## config.mk

```make
export PLATFORM = sky130hd
export DESIGN_NAME = ram_burst_ctrl_flat
export DESIGN_NICKNAME = d
export VERILOG_FILES = /design/src/rtl/ram_burst_ctrl_if.sv /design/src/rtl/ram_burst_ctrl.sv /design/src/flat_wrapper.sv
export SDC_FILE = /design/constraint.sdc
export NUM_CORES = 1
export LEC_CHECK = 0
export BUFFER_PORTS_ARGS = -buffer_cell sky130_fd_sc_hd__buf_4
export CAP_MARGIN = 25
export CORE_ASPECT_RATIO = 0.6
export CORE_MARGIN = 2
export CORE_UTILIZATION = 54
export CTS_CLUSTER_SIZE = 24
export DETAILED_ROUTE_END_ITERATION = 7
export GPL_TIMING_DRIVEN = 0
export HOLD_SLACK_MARGIN = 0.06
export PLACE_DENSITY = 0.8
export SLEW_MARGIN = 0
export SYNTH_ARGS = -nofsm -noshare
export SYNTH_HDL_FRONTEND = slang
export SYNTH_SLANG_ARGS = --single-unit
```

## constraint.sdc

```tcl
create_clock -name clk -period 2.2 [get_ports clk]
set_input_delay 0.11 -clock clk [delete_from_list [all_inputs] [get_ports clk]]
set_output_delay 0.11 -clock clk [all_outputs]
set_load 0.02 [all_outputs]
```

## src/rtl/ram_burst_ctrl_if.sv

```systemverilog
// Bus bundle between a burst user and ram_burst_ctrl: command, write stream,
// read stream, status and the single-port RAM pins.
interface ram_burst_ctrl_if #(
  parameter int DWIDTH = 8,
  parameter int AWIDTH = 8,
  parameter int LWIDTH = 9
);
  logic              cmd_valid;
  logic              cmd_ready;
  logic              cmd_write;
  logic [AWIDTH-1:0] cmd_addr;
  logic [LWIDTH-1:0] cmd_len;
  logic              wr_valid;
  logic              wr_ready;
  logic [DWIDTH-1:0] wr_data;
  logic              rd_valid;
  logic              rd_ready;
  logic [DWIDTH-1:0] rd_data;
  logic              busy;
  logic              done;
  logic              ram_en;
  logic              ram_wen;
  logic [AWIDTH-1:0] ram_addr;
  logic [DWIDTH-1:0] ram_wdata;
  logic [DWIDTH-1:0] ram_rdata;

  // master: command issuer / stream endpoints / RAM data return
  modport master (
    output cmd_valid, cmd_write, cmd_addr, cmd_len, wr_valid, wr_data,
           rd_ready, ram_rdata,
    input  cmd_ready, wr_ready, rd_valid, rd_data, busy, done,
           ram_en, ram_wen, ram_addr, ram_wdata
  );

  // slave: the burst controller
  modport slave (
    input  cmd_valid, cmd_write, cmd_addr, cmd_len, wr_valid, wr_data,
           rd_ready, ram_rdata,
    output cmd_ready, wr_ready, rd_valid, rd_data, busy, done,
           ram_en, ram_wen, ram_addr, ram_wdata
  );
endinterface

```

## src/rtl/ram_burst_ctrl.sv

```systemverilog
// Burst initiator for the single-port block RAM: turns a (dir, addr, len)
// command into RAM cycles, with a 2-entry skid FIFO on the read path.
module ram_burst_ctrl #(
  parameter int DWIDTH = 8,
  parameter int AWIDTH = 8,
  parameter int LWIDTH = 9
) (
  input logic             clk,
  input logic             rst,
  ram_burst_ctrl_if.slave bus
);

  localparam logic [1:0] S_IDLE = 2'd0;
  localparam logic [1:0] S_WR   = 2'd1;
  localparam logic [1:0] S_RD   = 2'd2;
  localparam logic [1:0] S_DONE = 2'd3;

  logic [1:0]             state;
  logic [AWIDTH-1:0]      cur_addr;
  logic [LWIDTH-1:0]      remaining;   // beats left to write / reads left to issue
  logic [LWIDTH-1:0]      pop_left;    // read beats not yet handed to the consumer
  logic [1:0][DWIDTH-1:0] fifo;
  logic                   wptr, rptr;
  logic [1:0]             cnt;
  logic                   inflight;    // a read was issued last cycle; data is on ram_rdata now
  logic [2:0]             occ;
  logic                   wr_fire, issue, pop, cmd_fire;

  assign cmd_fire = bus.cmd_valid && (state == S_IDLE);
  assign wr_fire  = bus.wr_valid && bus.wr_ready;
  assign pop      = bus.rd_valid && bus.rd_ready;
  assign occ      = {1'b0, cnt} + {2'b00, inflight};

  // An entry leaving this cycle frees its slot, which is what sustains
  // one beat per cycle with only two entries of buffering.
  assign issue = (state == S_RD) && (remaining != '0) &&
                 ((occ < 3'd2) || ((occ == 3'd2) && pop));

  always_comb begin
    bus.cmd_ready = (state == S_IDLE);
    bus.busy      = (state != S_IDLE);
    bus.done      = (state == S_DONE);
    bus.wr_ready  = (state == S_WR) && (remaining != '0);
    bus.ram_en    = wr_fire || issue;
    bus.ram_wen   = wr_fire;
    bus.ram_addr  = bus.ram_en ? cur_addr : '0;
    bus.ram_wdata = wr_fire ? bus.wr_data : '0;
    bus.rd_valid  = (cnt != 2'd0);
    bus.rd_data   = bus.rd_valid ? fifo[rptr] : '0;
  end

  always_ff @(posedge clk or posedge rst) begin
    if (rst) begin
      state     <= S_IDLE;
      cur_addr  <= '0;
      remaining <= '0;
      pop_left  <= '0;
      fifo      <= '0;
      wptr      <= 1'b0;
      rptr      <= 1'b0;
      cnt       <= 2'd0;
      inflight  <= 1'b0;
    end else begin
      inflight <= issue;
      // RAM read latency is fixed at one cycle, so capture is unconditional
      if (inflight) begin
        fifo[wptr] <= bus.ram_rdata;
        wptr       <= ~wptr;
      end
      if (pop) rptr <= ~rptr;
      cnt <= cnt + {1'b0, inflight} - {1'b0, pop};

      case (state)
        S_IDLE: begin
          if (cmd_fire) begin
            cur_addr  <= bus.cmd_addr;
            remaining <= bus.cmd_len;
            pop_left  <= bus.cmd_len;
            if (bus.cmd_len == '0)  state <= S_DONE;
            else if (bus.cmd_write) state <= S_WR;
            else                    state <= S_RD;
          end
        end
        S_WR: begin
          if (wr_fire) begin
            cur_addr  <= cur_addr + AWIDTH'(1);
            remaining <= remaining - LWIDTH'(1);
            if (remaining == LWIDTH'(1)) state <= S_DONE;
          end
        end
        S_RD: begin
          if (issue) begin
            cur_addr  <= cur_addr + AWIDTH'(1);
            remaining <= remaining - LWIDTH'(1);
          end
          if (pop) begin
            pop_left <= pop_left - LWIDTH'(1);
            if (pop_left == LWIDTH'(1)) state <= S_DONE;
          end
        end
        default: state <= S_IDLE;
      endcase
    end
  end

endmodule
```

## src/flat_wrapper.sv

```systemverilog
// flat-port wrapper written by rule: the top's interface ports become plain ports
module ram_burst_ctrl_flat 
#(
  parameter int DWIDTH = 8,
  parameter int AWIDTH = 8,
  parameter int LWIDTH = 9
)
  (clk, rst, bus_cmd_valid, bus_cmd_write, bus_cmd_addr, bus_cmd_len, bus_wr_valid, bus_wr_data, bus_rd_ready, bus_ram_rdata, bus_cmd_ready, bus_wr_ready, bus_rd_valid, bus_rd_data, bus_busy, bus_done, bus_ram_en, bus_ram_wen, bus_ram_addr, bus_ram_wdata);
  ram_burst_ctrl_if #(.DWIDTH(DWIDTH), .AWIDTH(AWIDTH), .LWIDTH(LWIDTH)) bus_i ();
  input logic clk;
  input logic rst;
  input wire logic [$bits(bus_i.cmd_valid)-1:0] bus_cmd_valid;
  input wire logic [$bits(bus_i.cmd_write)-1:0] bus_cmd_write;
  input wire logic [$bits(bus_i.cmd_addr)-1:0] bus_cmd_addr;
  input wire logic [$bits(bus_i.cmd_len)-1:0] bus_cmd_len;
  input wire logic [$bits(bus_i.wr_valid)-1:0] bus_wr_valid;
  input wire logic [$bits(bus_i.wr_data)-1:0] bus_wr_data;
  input wire logic [$bits(bus_i.rd_ready)-1:0] bus_rd_ready;
  input wire logic [$bits(bus_i.ram_rdata)-1:0] bus_ram_rdata;
  output wire logic [$bits(bus_i.cmd_ready)-1:0] bus_cmd_ready;
  output wire logic [$bits(bus_i.wr_ready)-1:0] bus_wr_ready;
  output wire logic [$bits(bus_i.rd_valid)-1:0] bus_rd_valid;
  output wire logic [$bits(bus_i.rd_data)-1:0] bus_rd_data;
  output wire logic [$bits(bus_i.busy)-1:0] bus_busy;
  output wire logic [$bits(bus_i.done)-1:0] bus_done;
  output wire logic [$bits(bus_i.ram_en)-1:0] bus_ram_en;
  output wire logic [$bits(bus_i.ram_wen)-1:0] bus_ram_wen;
  output wire logic [$bits(bus_i.ram_addr)-1:0] bus_ram_addr;
  output wire logic [$bits(bus_i.ram_wdata)-1:0] bus_ram_wdata;
  assign bus_i.cmd_valid = bus_cmd_valid;
  assign bus_i.cmd_write = bus_cmd_write;
  assign bus_i.cmd_addr = bus_cmd_addr;
  assign bus_i.cmd_len = bus_cmd_len;
  assign bus_i.wr_valid = bus_wr_valid;
  assign bus_i.wr_data = bus_wr_data;
  assign bus_i.rd_ready = bus_rd_ready;
  assign bus_i.ram_rdata = bus_ram_rdata;
  assign bus_cmd_ready = bus_i.cmd_ready;
  assign bus_wr_ready = bus_i.wr_ready;
  assign bus_rd_valid = bus_i.rd_valid;
  assign bus_rd_data = bus_i.rd_data;
  assign bus_busy = bus_i.busy;
  assign bus_done = bus_i.done;
  assign bus_ram_en = bus_i.ram_en;
  assign bus_ram_wen = bus_i.ram_wen;
  assign bus_ram_addr = bus_i.ram_addr;
  assign bus_ram_wdata = bus_i.ram_wdata;
  ram_burst_ctrl #(.DWIDTH(DWIDTH), .AWIDTH(AWIDTH), .LWIDTH(LWIDTH)) u_core (.clk(clk), .rst(rst), .bus(bus_i));
endmodule
```

[Word-level counts from Yosys, hierarchy flattened]
Index checks and enable logic that the tools add are counted.
Cells by class
  add/sub/neg operators: 6
  order comparisons: 4
  equality and inequality tests: 12
  muxes and demuxes: 26
  bitwise logic cells: 2
  reduce and logical (&&, ||, !) cells: 20
Operator list (count)
  $mux W8: 9
  $mux W9: 4
  $pmux W9 S3: 1
  $pmux W8 S3: 1
  $eq A9 B1 Y1 const B: 2
  $pmux W9 S2: 1
  $sub A9 B1 Y9 const B: 2
  $bwmux W16: 1
  $mux W2: 7
  $logic_not A9 Y1: 1
  $reduce_bool A9 Y1: 1
  $add A8 B1 Y8 const B: 1
  $demux W8 S1: 1
  $logic_and A1 B1 Y1: 8
  $ne A2 B1 Y1 const B: 4
  $pmux W2 S3: 1
  $reduce_bool A2 Y1: 3
  $reduce_and A5 Y1: 1
  $eq A2 B2 Y1 const B: 2
  $lt A1 B2 Y1 const B: 2
  $ne A2 B2 Y1 const B: 2
  $reduce_and A4 Y1: 1
  $add A2 B1 Y3: 1
  $eq A3 B2 Y1 const B: 1
  other kinds (10): 12
Storage, ports and cells
  register bits: 49
  input port bits: 39
  output and inout bits: 31
  logic and storage cells: 80

[Depth between registers and ports, before layout]
Gate-level depths: netlist (run 1).
  depth after elaboration: 7
  gate-level depth with buffers: 8

[Worst setup path after synthesis (run 1)]
OpenSTA, ideal clock, no wires.
  path type: reg-to-output
  start point: register u_core.remaining[0]
  end point: output bus_ram_addr[0]
  arrival: 1.812 ns
  required time: 2.090 ns
  slack: 0.278 ns
  cell stages (with the launch flop): 8
  path buffers: 1
  cells stage by stage: dfrtp_1 -> inv_1 -> ha_1 -> and4_4 -> nor3_2 -> or2_1 -> buf_6 -> and2_1
On the way
  cells in the longest elaborated chain, start to end: 5
RTL lines
  from (decl): line ram_burst_ctrl.sv:20  | logic [LWIDTH-1:0] remaining;
  from (signal assigned): line ram_burst_ctrl.sv:77  | remaining <= bus.cmd_len;
  from (signal assigned): line ram_burst_ctrl.sv:87  | remaining <= remaining - LWIDTH'(1);
  from (signal assigned): line ram_burst_ctrl.sv:94  | remaining <= remaining - LWIDTH'(1);
  $reduce_bool A9 Y1: line ram_burst_ctrl.sv:43  | bus.wr_ready = (state == S_WR) && (remaining != '0);
  $logic_and A1 B1 Y1: line ram_burst_ctrl.sv:43
  $logic_and A1 B1 Y1: line ram_burst_ctrl.sv:30  | assign wr_fire = bus.wr_valid && bus.wr_ready;
  via bus_ram_wen: line flat_wrapper.sv:27  | output wire logic [$bits(bus_i.ram_wen)-1:0] bus_ram_wen;
  $logic_or A1 B1 Y1: line ram_burst_ctrl.sv:44  | bus.ram_en = wr_fire || issue;
  via bus_ram_en: line flat_wrapper.sv:26  | output wire logic [$bits(bus_i.ram_en)-1:0] bus_ram_en;
  $mux W8: line ram_burst_ctrl.sv:46  | bus.ram_addr = bus.ram_en ? cur_addr : '0;
  to (decl): line flat_wrapper.sv:28  | output wire logic [$bits(bus_i.ram_addr)-1:0] bus_ram_addr;
The timed path passes the listed nets, and every way through them passes these cells.

[Worst setup path after layout (run 1)]
  start point: register u_core.remaining[6]
  end point: output bus_ram_addr[2]
On the way
  cells in the longest elaborated chain, start to end: 5
RTL lines
  $reduce_bool A9 Y1: line ram_burst_ctrl.sv:36  | assign issue = (state == S_RD) && (remaining != '0) &&
  $logic_and A1 B1 Y1 (2 in series): line ram_burst_ctrl.sv:36
  via u_core.issue: line ram_burst_ctrl.sv:27  | logic wr_fire, issue, pop, cmd_fire;
  $logic_or A1 B1 Y1: line ram_burst_ctrl.sv:44
  $mux W8: line ram_burst_ctrl.sv:46
The timed path passes the listed nets, and every way through them passes these cells.

==> run metrics, run 1 <==
CP endpoint kind primary output; Least-Margin Pin Slew 0.718 ns; Achievable Freq 0.448 GHz; P_int 0.00352 W; Reg clk slew, reported paths 0.10 ns; post-synthesis sequential area ratio 0.404; Synth Net Count 382; Area Overhead vs Synth 32.6%; die height 62.0 um; violated checks negative setup slack; flop2flop setup slack -0.03 ns; worst setup path startpoint u_core.remaining[6]; synthesized area per cell 9.24 sq um; # setup viols final 10; Worst R2R Start u_core.inflight; synthesized flop and latch total 49; top-area cell type share of the netlist area 0.404; num ports 70; Num CTS Buffers 5; vias in the first global route 2,657; Cell Area, Synth 3030 sq um; simple-gate share of the synthesized area 0.196; critical path peak fanout 9; sw power 0.00340 W; CTS tree done; Die Footprint 6250 sq um; Clock power frac 0.077; adder-cell area share of the yosys netlist 0.0619; Final Cycle Share 1.02; logic gate share of total power 0.658; first-pass GRT wire length 13,200 um; num rows 21; CP Capture Point bus_ram_addr[2]; Slew HR 0.521; RSZ-0062 raised after global routing yes; Pleak 1.80 nW; crit path DAT 2.12 ns; leading area contributor after synthesis dfrtp_1; Flop pwr share 0.265; initial antenna violation count 0; cells along the critical path nor4_4 > and4_4 > nor3_2 > or2_1 > buf_6 > and2_1 > buf_4; routability cong. 0.958; vias per inst 6.00; largest cells by area after synthesis dfrtp_1, ha_1, mux2_2, a21oi_1, mux2i_1; Post-DP HPWL 6280 um; Die X 101 um; CTS Sinks 49; post-synthesis mux area share 0.103; run status finished, violations left; H-tree depth 2; number of antenna diodes 0; core area 5490 sq um; Synth Area in Compound Gates 0.179; Max Slew Vio Count 0; Buf/Inv on CP 2; Tot GR Track Use 0.280; drt pass-1 iters 5; clock latency at the later pin of the worst-skew pair 0.30 ns; VDD IR max 0.000820 V; most frequent cells in the layout buf_4, dfrtp_1, nand2_1; # Max-Cap Violations 0; WL final 8630 um; CP max stage delay 0.44 ns; deepest clock path buffer count 2; Crit Path Category reg2out; PD cells 1720 nW/um^2; Power, Total 0.00692 W; synthesized instance count 328; Worst Hold Class in2reg; number of enable flip-flop cells after synthesis 0; count of cell types in the netlist 53; Worst path slowest cell dfrtp_2; crit path launch type flop; Crit path max-delay family simple AND/OR/NAND/NOR gates; Hold WS 0.0901 ns; switching share of power 0.491; Crit path depth 7; setup ws final -0.0338 ns; Iteration-0 DRC Markers 344; post-layout min period 2.23 ns; final hold violations 0; Initial Util 0.552; largest net degree at the start of global routing 36; Remaining Overflow, GRT 0; Nets 476; asr flop ratio synth 1.00; vias 2,954; Crit Reg-Reg Endpoint u_core.remaining[5]; predominant post-synthesis flop cell dfrtp_1; XOR/XNOR share of the synthesized area 0.0116; warnings from Yosys 0; Port Buffer Count 69; Root Buffer clkbuf_8; combinational family with the most area after synthesis simple AND/OR/NAND/NOR gates; clock skew 0.00956 ns; layout cells sized above 1 0.329; worst endpoint required time 2.09 ns; DR WL/cell 17.5 um; DRC viols 0; commonest non-fill, non-tap cell in the layout buf_4; FF-to-FF path depth 9; post-route ant nets 0
[per-stage QoR]
stage / setup WS (ns) / util / TNS, ns / instance area [sq um] / instances
2_1_floorplan: 0.278 / - / 0 / 3030 / 328
3_3_place_gp: 0.0448 / 0.662 / 0 / 3640 / 466
3_5_place_dp: -0.0132 / 0.666 / -0.0224 / 3660 / 467
4_1_cts: 0.000167 / 0.721 / 0 / 3960 / 490
5_1_grt: -0.102 / 0.732 / -1.27 / 4020 / 492
6_report: -0.0338 / 0.732 / -0.212 / 4020 / 492
[cells in the mapped netlist, drive strengths merged, types with 6 or more instances]
cell / n
a21oi: 23
a31oi: 14
and2: 16
buf: 7
clkbuf: 6
dfrtp: 49
ha: 15
inv: 19
mux2: 18
mux2i: 11
nand2: 26
nand3: 12
nor2: 27
o21ai: 19
o22ai: 8
[how the worst min path moves through the flow]
stage,startpoint,to,cells past startpoint
finish,bus_cmd_addr[0],u_core.cur_addr[0],3
global placement,bus_ram_rdata[2],u_core.fifo[10],2
global route,bus_cmd_addr[1],u_core.cur_addr[1],3
floorplan,bus_ram_rdata[2],u_core.fifo[10],1
detailed placement,rst,u_core.fifo[10],2
CTS,bus_ram_rdata[3],u_core.fifo[11],2
[timing repair]
action	CTS	global route
gates resized for setup	20	19
pin swaps	4	2
endpoints found under the hold margin	28	1
setup endpoints to repair	19	28
setup buffers	7	1
cloned	0	0
hold buffers	8	1
[kinds of logic after synthesis]
kind of cell | count (synthesis)
compound gates | 86
xor+xnor | 4
fa+ha+maj | 15
buf+inv | 32
flops | 49
mux | 29
simple gates | 113
[worst reg2reg max path, delay by kind of cell, from the launching register on]
family | cells | cell delay, ns
buffers and inverters | 2 | 0.45
AO/OA/AOI/OAI | 3 | 0.60
flip-flops | 1 | 0.44
AND/OR/NAND/NOR | 2 | 0.26
adder cells (fa/ha/maj) | 2 | 0.37
[final cells by class]
cell class	count	area [sq um]
well taps	69	86.3
clock buffers	6	72.6
flip-flops and latches	49	1230
fillers	391	1470
inverters	19	73.8
clock inverters	2	15.0
plain buffers	13	68.8
repair buffers	87	707
multi-input cells	247	1770
[power groups by stage]
stage	logic (W)	registers (W)	clock network, W
after floorplan	0.00285	0.00171	0
after detailed placement	0.00404	0.00183	0
after global placement	0.00387	0.00180	0
after global routing	0.00496	0.00190	0.000570
final	0.00456	0.00184	0.000530
after CTS	0.00431	0.00180	0.000534
[state kept, by name, summed over array words and instances (netlist names)]
register	flops
u_core.cnt	2
u_core.pop_left	9
u_core.remaining	9
u_core.rptr	1
u_core.fifo	16
u_core.inflight	1
u_core.state	2
u_core.cur_addr	8
u_core.wptr	1
[metal layers]
| layer | global-route usage | vias to the layer above | routed length, um |
|---|---|---|---|
| met5 | 0 | - | 0 |
| met4 | 0.0528 | 0 | 61 |
| met3 | 0.0615 | 11 | 734 |
| met2 | 0.424 | 150 | 3730 |
| met1 | 0.420 | 1418 | 4110 |
| li1 | - | 1375 | - |
Note: power is estimated with default switching activity, not from simulation.
==> run 2: changes to the inputs <==
Settings changed: SETUP_SLACK_MARGIN set to 0.15.
==> run 2 against run 1 <==
  * Clock skew decreased by 0.00081 ns
  * Register-to-register slack improved by 0.02 ns
  * The run still ends with negative setup slack left
  * Cell count increased by 1.4%
  * Critical path type unchanged
  * Design area increased by 3.0%
  * Power increased by 5.4%
  * Critical path depth increased by 2
  * Sequential share of layout area decreased by 0.94 points
  * Fmax decreased by 1.1%
==> run metrics, run 2 (synthesized netlist as in run 1, its figures left out) <==
Least-Margin Pin Slew 0.746 ns (was 0.718 ns); DRC viols 0 (unchanged); Iteration-0 DRC Markers 371 (was 344); num rows 21 (unchanged); CTS Sinks 49 (unchanged); final instance area 4140 sq um (was 4020 sq um); layout cells sized above 1 0.360 (was 0.329); Nets 483 (was 476); Largest register FFs 16 (unchanged); final hold violations 0 (unchanged); most frequent cells in the layout buf_4, dfrtp_1, nand2_1 (unchanged); post-route ant nets 0 (unchanged); Worst Hold Class in2reg (unchanged); Crit path top cell by count buf_6; Area Overhead vs Synth 36.7% (was 32.6%); violated checks negative setup slack (unchanged); Final Cycle Share 1.03 (was 1.02); drt pass-1 iters 6 (was 5); WL final 9210 um (was 8630 um); vias per inst 6.12 (was 6.00); Num CTS Buffers 5 (unchanged); Initial Util 0.552 (unchanged); Remaining Overflow, GRT 0 (unchanged); Root Buffer clkbuf_8 (unchanged); RSZ-0062 raised after global routing yes (unchanged); core area 5490 sq um (unchanged); VDD IR max 0.000863 V (was 0.000820 V); Crit path max-delay family buffers and inverters (was simple AND/OR/NAND/NOR gates); deepest clock path buffer count 2 (unchanged); Buf/Inv on CP 4 (was 2); Die X 101 um (unchanged); PD cells 1760 nW/um^2 (was 1720 nW/um^2); crit path DAT 2.15 ns (was 2.12 ns); DR WL/cell 18.5 um (was 17.5 um); largest net degree at the start of global routing 36 (unchanged); post-layout min period 2.26 ns (was 2.23 ns); Slew HR 0.503 (was 0.521); vias in the first global route 2,734 (was 2,657); Tot GR Track Use 0.296 (was 0.280); run status finished, violations left (unchanged); die height 62.0 um (unchanged); Place WS -0.0132 ns (unchanged); initial antenna violation count 0 (unchanged); setup ws final -0.0592 ns (was -0.0338 ns); Achievable Freq 0.443 GHz (was 0.448 GHz); Port Buffer Count 69 (unchanged); placed instance area 3660 sq um (unchanged); CP endpoint kind primary output (unchanged); critical path peak fanout 5 (was 9); TNS Setup -0.464 ns (was -0.212 ns); number of antenna diodes 0 (unchanged); Die Footprint 6250 sq um (unchanged); largest registers u_core.fifo: 16 flops, u_core.pop_left: 9 flops, u_core.remaining: 9 flops (unchanged); routability cong. 0.958 (unchanged); Most flops, register u_core.fifo (unchanged); clock skew 0.00875 ns (was 0.00956 ns); crit path launch type flop (unchanged); CTS tree done (unchanged); CP max stage delay 0.43 ns (was 0.44 ns); cells along the critical path buf_6 > o21ai_4 > inv_2 > a31oi_4 > nor3_4 > or2_4 > buf_6 > and2_4 > buf_6 (was nor4_4 > and4_4 > nor3_2 > or2_1 > buf_6 > and2_1 > buf_4); Reg clk slew, reported paths 0.10 ns (about the same); num ports 70 (unchanged); clock latency at the later pin of the worst-skew pair 0.31 ns (was 0.30 ns); worst endpoint required time 2.09 ns (about the same); vias 3,052 (was 2,954); commonest non-fill, non-tap cell in the layout buf_4 (unchanged); H-tree depth 2 (unchanged); Crit Path Category reg2out (unchanged); # Max-Cap Violations 0 (unchanged); first-pass GRT wire length 13,800 um (was 13,200 um); # setup viols final 11 (was 10); Pleak 1.86 nW (was 1.80 nW); Worst path slowest cell dfrtp_1 (was dfrtp_2); Max Slew Vio Count 0 (unchanged); Post-DP HPWL 6280 um (unchanged)
==> run 2: cell types whose count changed in the layout (fill, tap and decap cells not counted), sizes merged <==
cell	previous run	this run
buf	83	88
clkbuf	14	16
==> run 2: path summary, 6_finish.rpt <==
kind,startpoint,end,slack (ns),cells after the start
max in group asynchronous,rst,u_core.fifo[8],1.37,4
worst min register to register,u_core.wptr,u_core.wptr,0.50,1
min in group asynchronous,rst,u_core.cur_addr[7],0.32,3
worst max register to register,u_core.cnt[0],u_core.remaining[8],-0.01,9
worst min-delay path,bus_cmd_addr[0],u_core.cur_addr[0],0.1,3
worst max-delay path,u_core.cnt[0],bus_ram_addr[1],-0.06,9
==> run 2: metal layers <==
metal / vias up / wire, um / GRT usage
li1: 1388 / - / -
met3: 32 / 956 / 0.0660
met1: 1441 / 4140 / 0.429
met5: - / 0 / 0
met4: 0 / 210 / 0.0744
met2: 191 / 3900 / 0.458
==> run 2: area by class of cell <==
| cell class | instances | area, sq um |
|---|---|---|
| plain buffers | 13 | 72.6 |
| flip-flops and latches | 49 | 1230 |
| inverters | 19 | 71.3 |
| clock buffers | 6 | 72.6 |
| fillers | 367 | 1350 |
| well taps | 69 | 86.3 |
| repair buffers | 94 | 786 |
| multi-input cells | 247 | 1810 |
| clock inverters | 2 | 15.0 |
==> run 2: stage by stage <==
step / instances / utilization / hold slack [ns] / power, W
global route: 499 / 0.755 / 0.121 / 0.00777
finish: 499 / 0.755 / 0.0988 / 0.00730
detailed placement: 467 / 0.666 / 0.106 / 0.00587
floorplan: 328 / - / 0.261 / 0.00457
global placement: 466 / 0.662 / 0.353 / 0.00567
CTS: 492 / 0.735 / 0.0610 / 0.00684
==> run 2: report_power, final <==
| group | internal (W) | switching [W] | leakage, nW |
|---|---|---|---|
| clock | 0.000225 | 0.000318 | 0.0374 |
| sequential | 0.00139 | 0.000460 | 0.568 |
| combinational | 0.00211 | 0.00279 | 1.26 |
| total | 0.00373 | 0.00356 | 1.86 |
==> run 2: repair_timing <==
action | 4_1_cts | 5_1_grt
buffers inserted | 8 | 6
gates cloned | 1 | 0
hold buffers | 8 | 1
hold endpoints to repair | 28 | 1
gates resized for setup | 40 | 16
setup endpoints to repair | 28 | 43
pin swaps | 6 | 4
==> run 2: worst reg2reg max path, cell delays in order (launching register included) <==
cell and delay [ns]:
dfrtp_1 0.43, ha_4 0.19, ha_1 0.19, nor2_2 0.13, a31oi_4 0.14, buf_4 0.16, o21ai_2 0.34, buf_2 0.30
nand3_1 0.10, o2bb2ai_1 0.14
==> run 3: changes to the inputs <==
Settings changed: CORE_MARGIN 2 to unset.
==> run 3 against run 2 <==
  * The run still ends with negative setup slack left
  * Cell count fell by 0.80%
  * Setup slack worse by 0.034 ns
  * Critical path depth down 2
  * Die area fell by 5.1%
  * Clock power increased by 27%
  * Sequential share of layout area about the same
  * Largest power group unchanged
==> run metrics, run 3 (synthesized netlist as in run 1, its figures left out) <==
run status finished, violations left (unchanged); violated checks negative setup slack (unchanged); critical path peak fanout 9 (was 5); FF+latch area 1230 sq um (unchanged); post-layout min period 2.29 ns (was 2.26 ns); Final Cycle Share 1.04 (was 1.03); largest net degree at the start of global routing 45 (was 36); Remaining Overflow, GRT 0 (unchanged); placed cells 464 (was 467); Post-DP HPWL 6480 um (was 6280 um); Largest register FFs 16 (unchanged); num rows 20 (was 21); Most flops, register u_core.fifo (unchanged); Multi-input gate area 1800 sq um (was 1810 sq um); # setup viols final 9 (was 11); Max Slew Vio Count 0 (unchanged); Pleak 1.87 nW (was 1.86 nW); Least-Margin Pin Slew 0.700 ns (was 0.746 ns); Num CTS Buffers 5 (unchanged); Place WS -0.0248 ns (was -0.0132 ns); clock latency at the later pin of the worst-skew pair 0.33 ns (was 0.31 ns); Die Footprint 5930 sq um (was 6250 sq um); deepest clock path buffer count 2 (unchanged); Reg clk slew, reported paths 0.11 ns (was 0.10 ns); Nets 482 (was 483); first-pass GRT wire length 14,100 um (was 13,800 um); PD cells 1800 nW/um^2 (was 1760 nW/um^2); Slew HR 0.534 (was 0.503); most frequent cells in the layout buf_4, dfrtp_1, nand2_1 (unchanged); CTS Sinks 49 (unchanged); core area 5230 sq um (was 5490 sq um); Port Buffer Count 69 (unchanged); vias per inst 6.38 (was 6.12); vias 3,157 (was 3,052); DR WL/cell 19.5 um (was 18.5 um); number of antenna diodes 0 (unchanged); layout cells sized above 1 0.347 (was 0.360); clock skew 0.0125 ns (was 0.00875 ns); RSZ-0062 raised after global routing yes (unchanged); initial antenna violation count 0 (unchanged); commonest non-fill, non-tap cell in the layout buf_4 (unchanged); CP endpoint kind primary output (unchanged); Crit Path Category reg2out (unchanged); crit path launch type flop (unchanged); largest registers u_core.fifo: 16 flops, u_core.pop_left: 9 flops, u_core.remaining: 9 flops (unchanged); Layout Cells excl Fill 495 (was 499); Die X 98.7 um (was 101 um); num ports 70 (unchanged); vias in the first global route 2,845 (was 2,734); DRC viols 0 (unchanged); # Max-Cap Violations 0 (unchanged); worst endpoint required time 2.09 ns (about the same); Initial Util 0.580 (was 0.552); die height 60.0 um (was 62.0 um); Hold WS 0.0744 ns (was 0.0988 ns); Area Overhead vs Synth 36.9% (was 36.7%); post-route ant nets 0 (unchanged); Tot GR Track Use 0.323 (was 0.296); VDD IR max 0.00104 V (was 0.000863 V); CTS tree done (unchanged); Iteration-0 DRC Markers 279 (was 371); drt pass-1 iters 5 (was 6); H-tree depth 2 (unchanged); setup ws final -0.0934 ns (was -0.0592 ns); WL final 9660 um (was 9210 um); Worst Hold Class in2reg (unchanged); Achievable Freq 0.436 GHz (was 0.443 GHz); final hold violations 0 (unchanged); crit path DAT 2.18 ns (was 2.15 ns); Root Buffer clkbuf_8 (unchanged); Fillers 317 (was 367); routability cong. 0.929 (was 0.958)
[run 3: power breakdown]
part | internal [W] | switching [W]
Clock | 0.000341 | 0.000348
Combinational | 0.00209 | 0.00285
Sequential | 0.00139 | 0.000454
[run 3: worst paths after layout]
kind / from / to / slack (ns) / cells past startpoint
hold / removal: bus_cmd_addr[0] / u_core.cur_addr[0] / 0.07 / 3
max in group asynchronous: rst / u_core.remaining[6] / 1.50 / 4
setup reg to reg: u_core.remaining[6] / u_core.state[1] / 0.13 / 6
setup / recovery: u_core.remaining[6] / bus_ram_addr[4] / -0.09 / 7
min in group asynchronous: rst / u_core.cur_addr[1] / 0.22 / 3
hold reg to reg: u_core.wptr / u_core.wptr / 0.50 / 1
[run 3: final cells by class]
| class | instances | share of cell area |
|---|---|---|
| Sequential cell | 49 | 0.296 |
| Clock buffer | 5 | 0.0166 |
| Inverter | 19 | 0.0172 |
| Multi-Input combinational cell | 247 | 0.433 |
| Timing Repair Buffer | 93 | 0.185 |
| Buffer | 13 | 0.0214 |
| Clock inverter | 3 | 0.0112 |
| Tap cell | 66 | 0.0199 |
[run 3: worst max-delay path: stages (launching register included)]
cell	delay (ns)
dfrtp_2	0.44
nor4_4	0.35
and4_4	0.35
nor3_4	0.06
or2_1	0.24
buf_6	0.14
and2_1	0.17
buf_6	0.13
[run 3: layer usage]
layer / track usage / up-vias / wire (um)
met2: 0.508 / 219 / 4270
li1: - / 1388 / -
met3: 0.0760 / 36 / 1110
met5: 0 / - / 0
met1: 0.443 / 1514 / 4050
met4: 0.122 / 0 / 239
[run 3: repair_timing]
item                                    4_1_cts  5_1_grt
endpoints found under the setup margin       38       42
endpoints found under the hold margin        65        0
buffers inserted                              9        5
hold buffers                                  9        0
pin swaps                                     5        6
resized for setup                            26       25
[run 3: stage by stage]
step           utilization  area (sq um)  TNS [ns]  total power (W)
4_1_cts              0.768          4020    -0.243          0.00690
3_5_place_dp         0.698          3650   -0.0248          0.00589
2_1_floorplan            -          3030         0          0.00457
3_3_place_gp         0.694          3630         0          0.00569
6_report             0.794          4150    -0.660          0.00748
5_1_grt              0.794          4150     -1.01          0.00792
